<file path="src/rtl/hazard_ctrl_pkg.sv">
// Shared encodings for the Fast_RV32I hazard controller.
// MemRW codes, forward selects and watchdog FSM states.
package hazard_ctrl_pkg;

  localparam logic [1:0] MEM_NONE  = 2'b00;
  localparam logic [1:0] MEM_STORE = 2'b01;
  localparam logic [1:0] MEM_LOAD  = 2'b10;

  localparam logic [1:0] FWD_RF  = 2'b00;
  localparam logic [1:0] FWD_MEM = 2'b01;
  localparam logic [1:0] FWD_WB  = 2'b10;

  typedef enum logic {
    ST_IDLE = 1'b0,
    ST_WAIT = 1'b1
  } state_e;

  // MEM wins over WB; a load in MEM has no ALU value to give.
  function automatic logic [1:0] fwd_sel(
    input logic mem_hit,
    input logic mem_ld,
    input logic wb_hit
  );
    logic [1:0] s;
    s = FWD_RF;
    if (mem_hit && !mem_ld)
      s = FWD_MEM;
    else if (wb_hit)
      s = FWD_WB;
    return s;
  endfunction

endpackage

</file>
<file path="src/rtl/hazard_match.sv">
// rd/rs comparator for one source operand against one slot.
// x0 never matches; the operand must actually be read.
module hazard_match #(
  parameter int RA_W = 5
) (
  input  logic [RA_W-1:0] rs_i,
  input  logic            use_i,
  input  logic [RA_W-1:0] rd_i,
  input  logic            regwen_i,
  output logic            hit_o
);

  assign hit_o = use_i & regwen_i
               & (rd_i != '0)
               & (rd_i == rs_i);

endmodule

</file>
<file path="src/rtl/hazard_ctrl.sv">
// Fast_RV32I pipeline sequencing: stalls, flushes, forwarding
// and a dmem wait-state watchdog that freezes the pipeline.
module hazard_ctrl
  import hazard_ctrl_pkg::*;
#(
  parameter int RA_W     = 5,
  parameter int WAIT_MAX = 15
) (
  input  logic            clk,
  input  logic            rst,
  input  logic [RA_W-1:0] id_rs1,
  input  logic [RA_W-1:0] id_rs2,
  input  logic            id_use_rs1,
  input  logic            id_use_rs2,
  input  logic [RA_W-1:0] id_rd,
  input  logic            id_regwen,
  input  logic [1:0]      id_memrw,
  input  logic            id_br,
  input  logic            id_flush,
  input  logic            dmem_ready,
  output logic            pc_en,
  output logic            ifid_en,
  output logic            ifid_flush,
  output logic            idex_bubble,
  output logic            exmem_en,
  output logic [1:0]      fwd_a,
  output logic [1:0]      fwd_b,
  output logic            br_fwd_a,
  output logic            br_fwd_b,
  output logic            mem_timeout
);

  localparam logic [7:0] WMAX = 8'(WAIT_MAX);

  logic [RA_W-1:0] ex_rd_q, ex_rs1_q, ex_rs2_q;
  logic            ex_we_q, ex_ld_q, ex_acc_q;
  logic            ex_u1_q, ex_u2_q;
  logic [RA_W-1:0] mem_rd_q;
  logic            mem_we_q, mem_ld_q, mem_acc_q;
  logic [RA_W-1:0] wb_rd_q;
  logic            wb_we_q;

  state_e     state_q, state_d;
  logic [7:0] cnt_q, cnt_d;
  logic       tmo_q, tmo_d;

  logic [RA_W-1:0] id_rs [2];
  logic [RA_W-1:0] ex_rs [2];
  logic [1:0] id_use, ex_use;
  logic [1:0] id_ex_hit, id_mem_hit;
  logic [1:0] ex_mem_hit, ex_wb_hit;

  logic freeze, stall, hazard;
  logic id_ld, id_acc;

  assign id_rs[0] = id_rs1;
  assign id_rs[1] = id_rs2;
  assign ex_rs[0] = ex_rs1_q;
  assign ex_rs[1] = ex_rs2_q;
  assign id_use   = {id_use_rs2, id_use_rs1};
  assign ex_use   = {ex_u2_q, ex_u1_q};

  for (genvar i = 0; i < 2; i++) begin : g_cmp
    hazard_match #(.RA_W(RA_W)) u_id_ex (
      .rs_i(id_rs[i]), .use_i(id_use[i]),
      .rd_i(ex_rd_q), .regwen_i(ex_we_q),
      .hit_o(id_ex_hit[i])
    );
    hazard_match #(.RA_W(RA_W)) u_id_mem (
      .rs_i(id_rs[i]), .use_i(id_use[i]),
      .rd_i(mem_rd_q), .regwen_i(mem_we_q),
      .hit_o(id_mem_hit[i])
    );
    hazard_match #(.RA_W(RA_W)) u_ex_mem (
      .rs_i(ex_rs[i]), .use_i(ex_use[i]),
      .rd_i(mem_rd_q), .regwen_i(mem_we_q),
      .hit_o(ex_mem_hit[i])
    );
    hazard_match #(.RA_W(RA_W)) u_ex_wb (
      .rs_i(ex_rs[i]), .use_i(ex_use[i]),
      .rd_i(wb_rd_q), .regwen_i(wb_we_q),
      .hit_o(ex_wb_hit[i])
    );
  end

  assign id_ld  = (id_memrw == MEM_LOAD);
  assign id_acc = (id_memrw == MEM_LOAD)
                | (id_memrw == MEM_STORE);

  assign freeze = mem_acc_q & ~dmem_ready;

  // Load-use, branch on EX producer, branch on MEM load.
  assign hazard = (ex_ld_q & |id_ex_hit)
                | (id_br & |id_ex_hit)
                | (id_br & mem_ld_q & |id_mem_hit);

  assign stall = ~freeze & hazard;

  assign pc_en       = ~freeze & ~stall;
  assign ifid_en     = ~freeze & ~stall;
  assign exmem_en    = ~freeze;
  assign idex_bubble = stall;
  assign ifid_flush  = id_flush & ~freeze
                     & ~stall & ~rst;

  assign fwd_a = fwd_sel(ex_mem_hit[0], mem_ld_q,
                         ex_wb_hit[0]);
  assign fwd_b = fwd_sel(ex_mem_hit[1], mem_ld_q,
                         ex_wb_hit[1]);

  assign br_fwd_a = id_br & id_mem_hit[0] & ~mem_ld_q;
  assign br_fwd_b = id_br & id_mem_hit[1] & ~mem_ld_q;

  assign mem_timeout = tmo_q;

  // Shift the tracking slots unless dmem holds the pipe.
  always_ff @(posedge clk or posedge rst) begin
    if (rst) begin
      ex_rd_q   <= '0;
      ex_rs1_q  <= '0;
      ex_rs2_q  <= '0;
      ex_we_q   <= 1'b0;
      ex_ld_q   <= 1'b0;
      ex_acc_q  <= 1'b0;
      ex_u1_q   <= 1'b0;
      ex_u2_q   <= 1'b0;
      mem_rd_q  <= '0;
      mem_we_q  <= 1'b0;
      mem_ld_q  <= 1'b0;
      mem_acc_q <= 1'b0;
      wb_rd_q   <= '0;
      wb_we_q   <= 1'b0;
    end else if (!freeze) begin
      wb_rd_q   <= mem_rd_q;
      wb_we_q   <= mem_we_q;
      mem_rd_q  <= ex_rd_q;
      mem_we_q  <= ex_we_q;
      mem_ld_q  <= ex_ld_q;
      mem_acc_q <= ex_acc_q;
      if (stall) begin
        ex_rd_q  <= '0;
        ex_rs1_q <= '0;
        ex_rs2_q <= '0;
        ex_we_q  <= 1'b0;
        ex_ld_q  <= 1'b0;
        ex_acc_q <= 1'b0;
        ex_u1_q  <= 1'b0;
        ex_u2_q  <= 1'b0;
      end else begin
        ex_rd_q  <= id_rd;
        ex_rs1_q <= id_rs1;
        ex_rs2_q <= id_rs2;
        ex_we_q  <= id_regwen;
        ex_ld_q  <= id_ld;
        ex_acc_q <= id_acc;
        ex_u1_q  <= id_use_rs1;
        ex_u2_q  <= id_use_rs2;
      end
    end
  end

  // Watchdog state register.
  always_ff @(posedge clk or posedge rst) begin
    if (rst) begin
      state_q <= ST_IDLE;
      cnt_q   <= '0;
      tmo_q   <= 1'b0;
    end else begin
      state_q <= state_d;
      cnt_q   <= cnt_d;
      tmo_q   <= tmo_d;
    end
  end

  // Count frozen cycles; the timeout flag is sticky.
  always_comb begin
    state_d = state_q;
    cnt_d   = cnt_q;
    tmo_d   = tmo_q;
    unique case (state_q)
      ST_IDLE: begin
        if (freeze) begin
          state_d = ST_WAIT;
          cnt_d   = 8'd1;
        end
      end
      ST_WAIT: begin
        if (!freeze) begin
          state_d = ST_IDLE;
          cnt_d   = '0;
        end else if (cnt_q < WMAX) begin
          cnt_d = cnt_q + 8'd1;
        end
      end
    endcase
    if (freeze && cnt_d == WMAX)
      tmo_d = 1'b1;
  end

endmodule

</file>
<file path="config.mk">
export PLATFORM = sky130hd
export DESIGN_NAME = hazard_ctrl
export DESIGN_NICKNAME = d
export VERILOG_FILES = /design/src/rtl/hazard_ctrl_pkg.sv /design/src/rtl/hazard_match.sv /design/src/rtl/hazard_ctrl.sv
export SDC_FILE = /design/constraint.sdc
export NUM_CORES = 1
export LEC_CHECK = 0
export CORE_UTILIZATION = 41
export DETAILED_ROUTE_END_ITERATION = 12
export DONT_BUFFER_PORTS = 1
export GPL_ROUTABILITY_DRIVEN = 0
export PLACE_DENSITY = 0.52
export SKIP_CTS_REPAIR_TIMING = 1
export SYNTH_ARGS = -nofsm -noshare
export SYNTH_HDL_FRONTEND = slang
export SYNTH_SLANG_ARGS = --single-unit
</file>
<file path="constraint.sdc">
create_clock -name clk -period 3.04 [get_ports clk]
set_input_delay 0.608 -clock clk [delete_from_list [all_inputs] [get_ports clk]]
set_output_delay 0.608 -clock clk [all_outputs]
set_load 0.1 [all_outputs]
</file>
==> impl_metrics.yaml <==
pwr:
  cellInternalPower_mw: 1.11
  power.switching_mw: 0.715
  ir_worst_vdd_mv: 0.353
  seqPwrFrac_pct: 46.9
  power.density_cell_area_nw_per_um2: 619
  leakagePower_nw: 1.38
  combinational_share_of_power_pct: 33.1
  post-layout-total-power_mw: 1.83
  sw_frac_of_total_pct: 39.1
  share_clk_of_total_power_pct: 20.0
synthesis:
  simple_gate_area_share_of_the_yosys_netlist_pct: 22.3
  synth.yosys.seq_area_share_pct: 42.4
  muxShareOfSynthArea_pct: 0.386
  mappedNetlistNets: 302
  synth.cell_area_um2: 2600
  synth_top_family_by_area: "simple AND/OR/NAND/NOR gates"
  synth-adder-area-share_pct: 0.964
  syn-mean-instance-area_um2: 9.44
  compound_cell_area_share_of_the_yosys_netlist_pct: 15.2
  synthDistinctLibCells: 40
  yosys_register_bits: 44
  yosys_warnings: 0
  synth_xor_area_share_pct: 13.8
  netlist_instances: 275
global_routing:
  grt_antenna_before_repair: 0
  grt_start_max_net_pins: 45
  groute.usage.overall_pct: 20.5
  grt_pass1_vias: 1834
  grt_first_pass_wirelength_um: 9960
  overflow: 0
cells_and_area:
  multi_input_comb_area_um2: 1430
  diodes: 0
  share_of_final_layout_standard_cells_stronger_than_drive_strength_1_pct: 20.6
  area_grow_syn2layout_pct: 13.8
  final_nets: 309
  register_area_um2: 1100
  n_fill_cell: 602
worst_setup_path:
  setup.reg_to_reg.worst_slack_ps: 980
  worst-setup-path-type: "reg -> out"
  setup.worst_path.end_class: "primary output"
  critPathBufInv: 1
  worstPathCellList: "or4_1 -> o21a_1 -> nor2b_1 -> and4_4 -> nor3_4 -> buf_12"
  cp_top_family: "simple AND/OR/NAND/NOR gates"
  largest_stage_delay_on_the_critical_path_ps: 490
  worstPathMaxFanout: 7
  worst_path_max_delay_cell: "dfrtp_2"
  worst-endpoint-required_ps: 2430
  critPathLaunchType: "register"
  timing.critical_path.arrival_ps: 2340
sta:
  clock.fmax_mhz: 339
  period_share_pct: 97.0
  report.final.hold_viol_count: 0
  grt_setup_unrepaired: "no"
  timing.final.max_slew_violations: 0
  final_setup_viols: 0
  tightest_slew_ps: 897
  finalWorstSetupSlack_ps: 90.1
  finalWorstPathRequiredPeriod_ps: 2950
  clock_skew_ps: 10.1
  slew_headroom_pct: 40.2
die:
  num_io_pins: 37
  die_width_um: 81.6
  floorplan.rows: 28
  core_area_um2: 6030
  die-height_um: 81.6
  initial_utilization_pct: 43.1
  design.die.area_um2: 6650
clocking:
  cts_tree: "built"
  insertion_delay_ps: 300
  cts.sink_count: 44
  max-clock-path-buffers: 2
  path_clk_slew_ps: 80
  cell_at_the_root_of_the_clock_tree: "clkbuf_8"
  cts_htree_levels: 2
  numCtsBuffers: 5
placement:
  post-place-ws_ps: 351
  port_buffers: 0
  total_half_perimeter_wirelength_after_legalization_and_detailed_placement_um: 4490
route:
  detailedRoute.firstIterationViolations: 153
  routed_via_density: 5.36
  antenna_left: 0
  vias: 1912
  firstDrtPassIters: 5
  drt_wl_cell_um: 17.4
  drt-total-wl_um: 6200
  drc: 0
run:
  maxCapViolCount: 0
hold_path:
  holdCritPathClass: "in -> async"
status:
  run_status: "complete, no violations"
[cell usage after synthesis (all sizes together)]
master / instances / share of area, %
nor2b: 1 / 0.24
xnor2: 9 / 3.0
nand2b: 2 / 0.48
and4b: 1 / 0.39
o2111ai: 1 / 0.34
o2111a: 1 / 0.77
o21a: 2 / 0.58
or4: 3 / 0.87
a21boi: 1 / 0.29
and4: 2 / 0.87
a31oi: 1 / 0.24
buf: 12 / 3.3
o21ba: 1 / 0.39
nor4: 10 / 2.4
o41ai: 1 / 0.34
and2: 4 / 0.96
o22ai: 1 / 0.24
or3: 1 / 0.24
inv: 4 / 0.58
and3: 4 / 0.96
nor3: 5 / 0.96
nand3: 4 / 0.77
xor2: 32 / 11
nor2: 2 / 0.29
a41o: 1 / 0.39
o22a: 1 / 0.34
clkbuf: 7 / 1.0
o31ai: 20 / 9.9
o21ai: 4 / 0.77
ha: 2 / 0.96
mux2i: 1 / 0.39
a21oi: 3 / 0.58
dfrtp: 44 / 42
nand4: 3 / 0.72
nand2: 84 / 12
[state kept, by name (all words and copies together) (netlist names), 5 cells and up]
| register | flops |
|---|---|
| ex_rd_q | 5 |
| mem_rd_q | 5 |
| ex_rs1_q | 5 |
| ex_rs2_q | 5 |
| wb_rd_q | 5 |
| cnt_q | 8 |
[per-layer routing]
metal	vias to the layer above	wire length (um)	GRT usage [%]
met3	9	286	5.22
met2	43	2700	30.3
met4	0	116	6.49
li1	949	-	-
met1	911	3100	29.2
met5	-	0	0
[power by group through the flow]
stage          Clock [mW]  Sequential, mW  Combinational [mW]
4_1_cts             0.373           0.860               0.597
3_5_place_dp            0           0.873               0.596
6_report            0.365           0.858               0.606
2_1_floorplan           0           0.790               0.529
5_1_grt             0.399           0.878               0.672
3_3_place_gp            0           0.870               0.587
[cell families (layout without fill, tap and decap cells)]
group / count (synthesis) / after routing
AO/OA/AOI/OAI: 38 / 38
XOR/XNOR: 41 / 41
flip-flops: 44 / 44
adder cells (fa/ha/maj): 2 / 2
buffers and inverters: 23 / 30
AND/OR/NAND/NOR: 126 / 126
multiplexers: 1 / 1
[placed cells by master (no fill, tap or decap), drive strengths merged, types with 2 or more instances in the layout]
master and count:
a21oi 3, and2 4, and3 4, and4 2, buf 19, clkbuf 5
clkinvlp 2, dfrtp 44, ha 2, inv 3, nand2 84, nand2b 2
nand3 4, nand4 3, nor2 2, nor3 5, nor4 10, o21a 2
o21ai 4, o31ai 20, or4 3, xnor2 9, xor2 32
[worst paths after layout]
path                                  start          end  depth (start not counted)
worst max-delay path            mem_rd_q[3]     fwd_a[1]                          6
worst min register to register     ex_acc_q    mem_acc_q                          1
max in group asynchronous               rst  mem_rd_q[2]                          2
worst max register to register   ex_rd_q[3]  ex_rs1_q[2]                          6
min in group clk                  id_rs2[4]  ex_rs2_q[4]                          2
worst min-delay path                    rst   wb_rd_q[1]                          2
[cell type report]
type	instances	area share [%]
multi-input cells	208	48.5
flip-flops and latches	44	37.4
repair buffers	19	7.62
well taps	75	3.18
clock buffers	5	2.33
inverters	4	0.635
clock inverters	2	0.424
[stage by stage]
stage / hold WS [ps] / utilization (%) / instance area, um^2 / instances / setup TNS, ps
after global placement: 441 / 47.4 / 2860 / 348 / 0
after CTS: 434 / 48.7 / 2940 / 355 / 0
final: 391 / 49.0 / 2950 / 357 / 0
after global routing: 431 / 49.0 / 2950 / 357 / 0
after floorplan: 432 / - / 2670 / 275 / -130
after detailed placement: 445 / 47.4 / 2860 / 348 / 0
(Power assumes the default switching activity.)
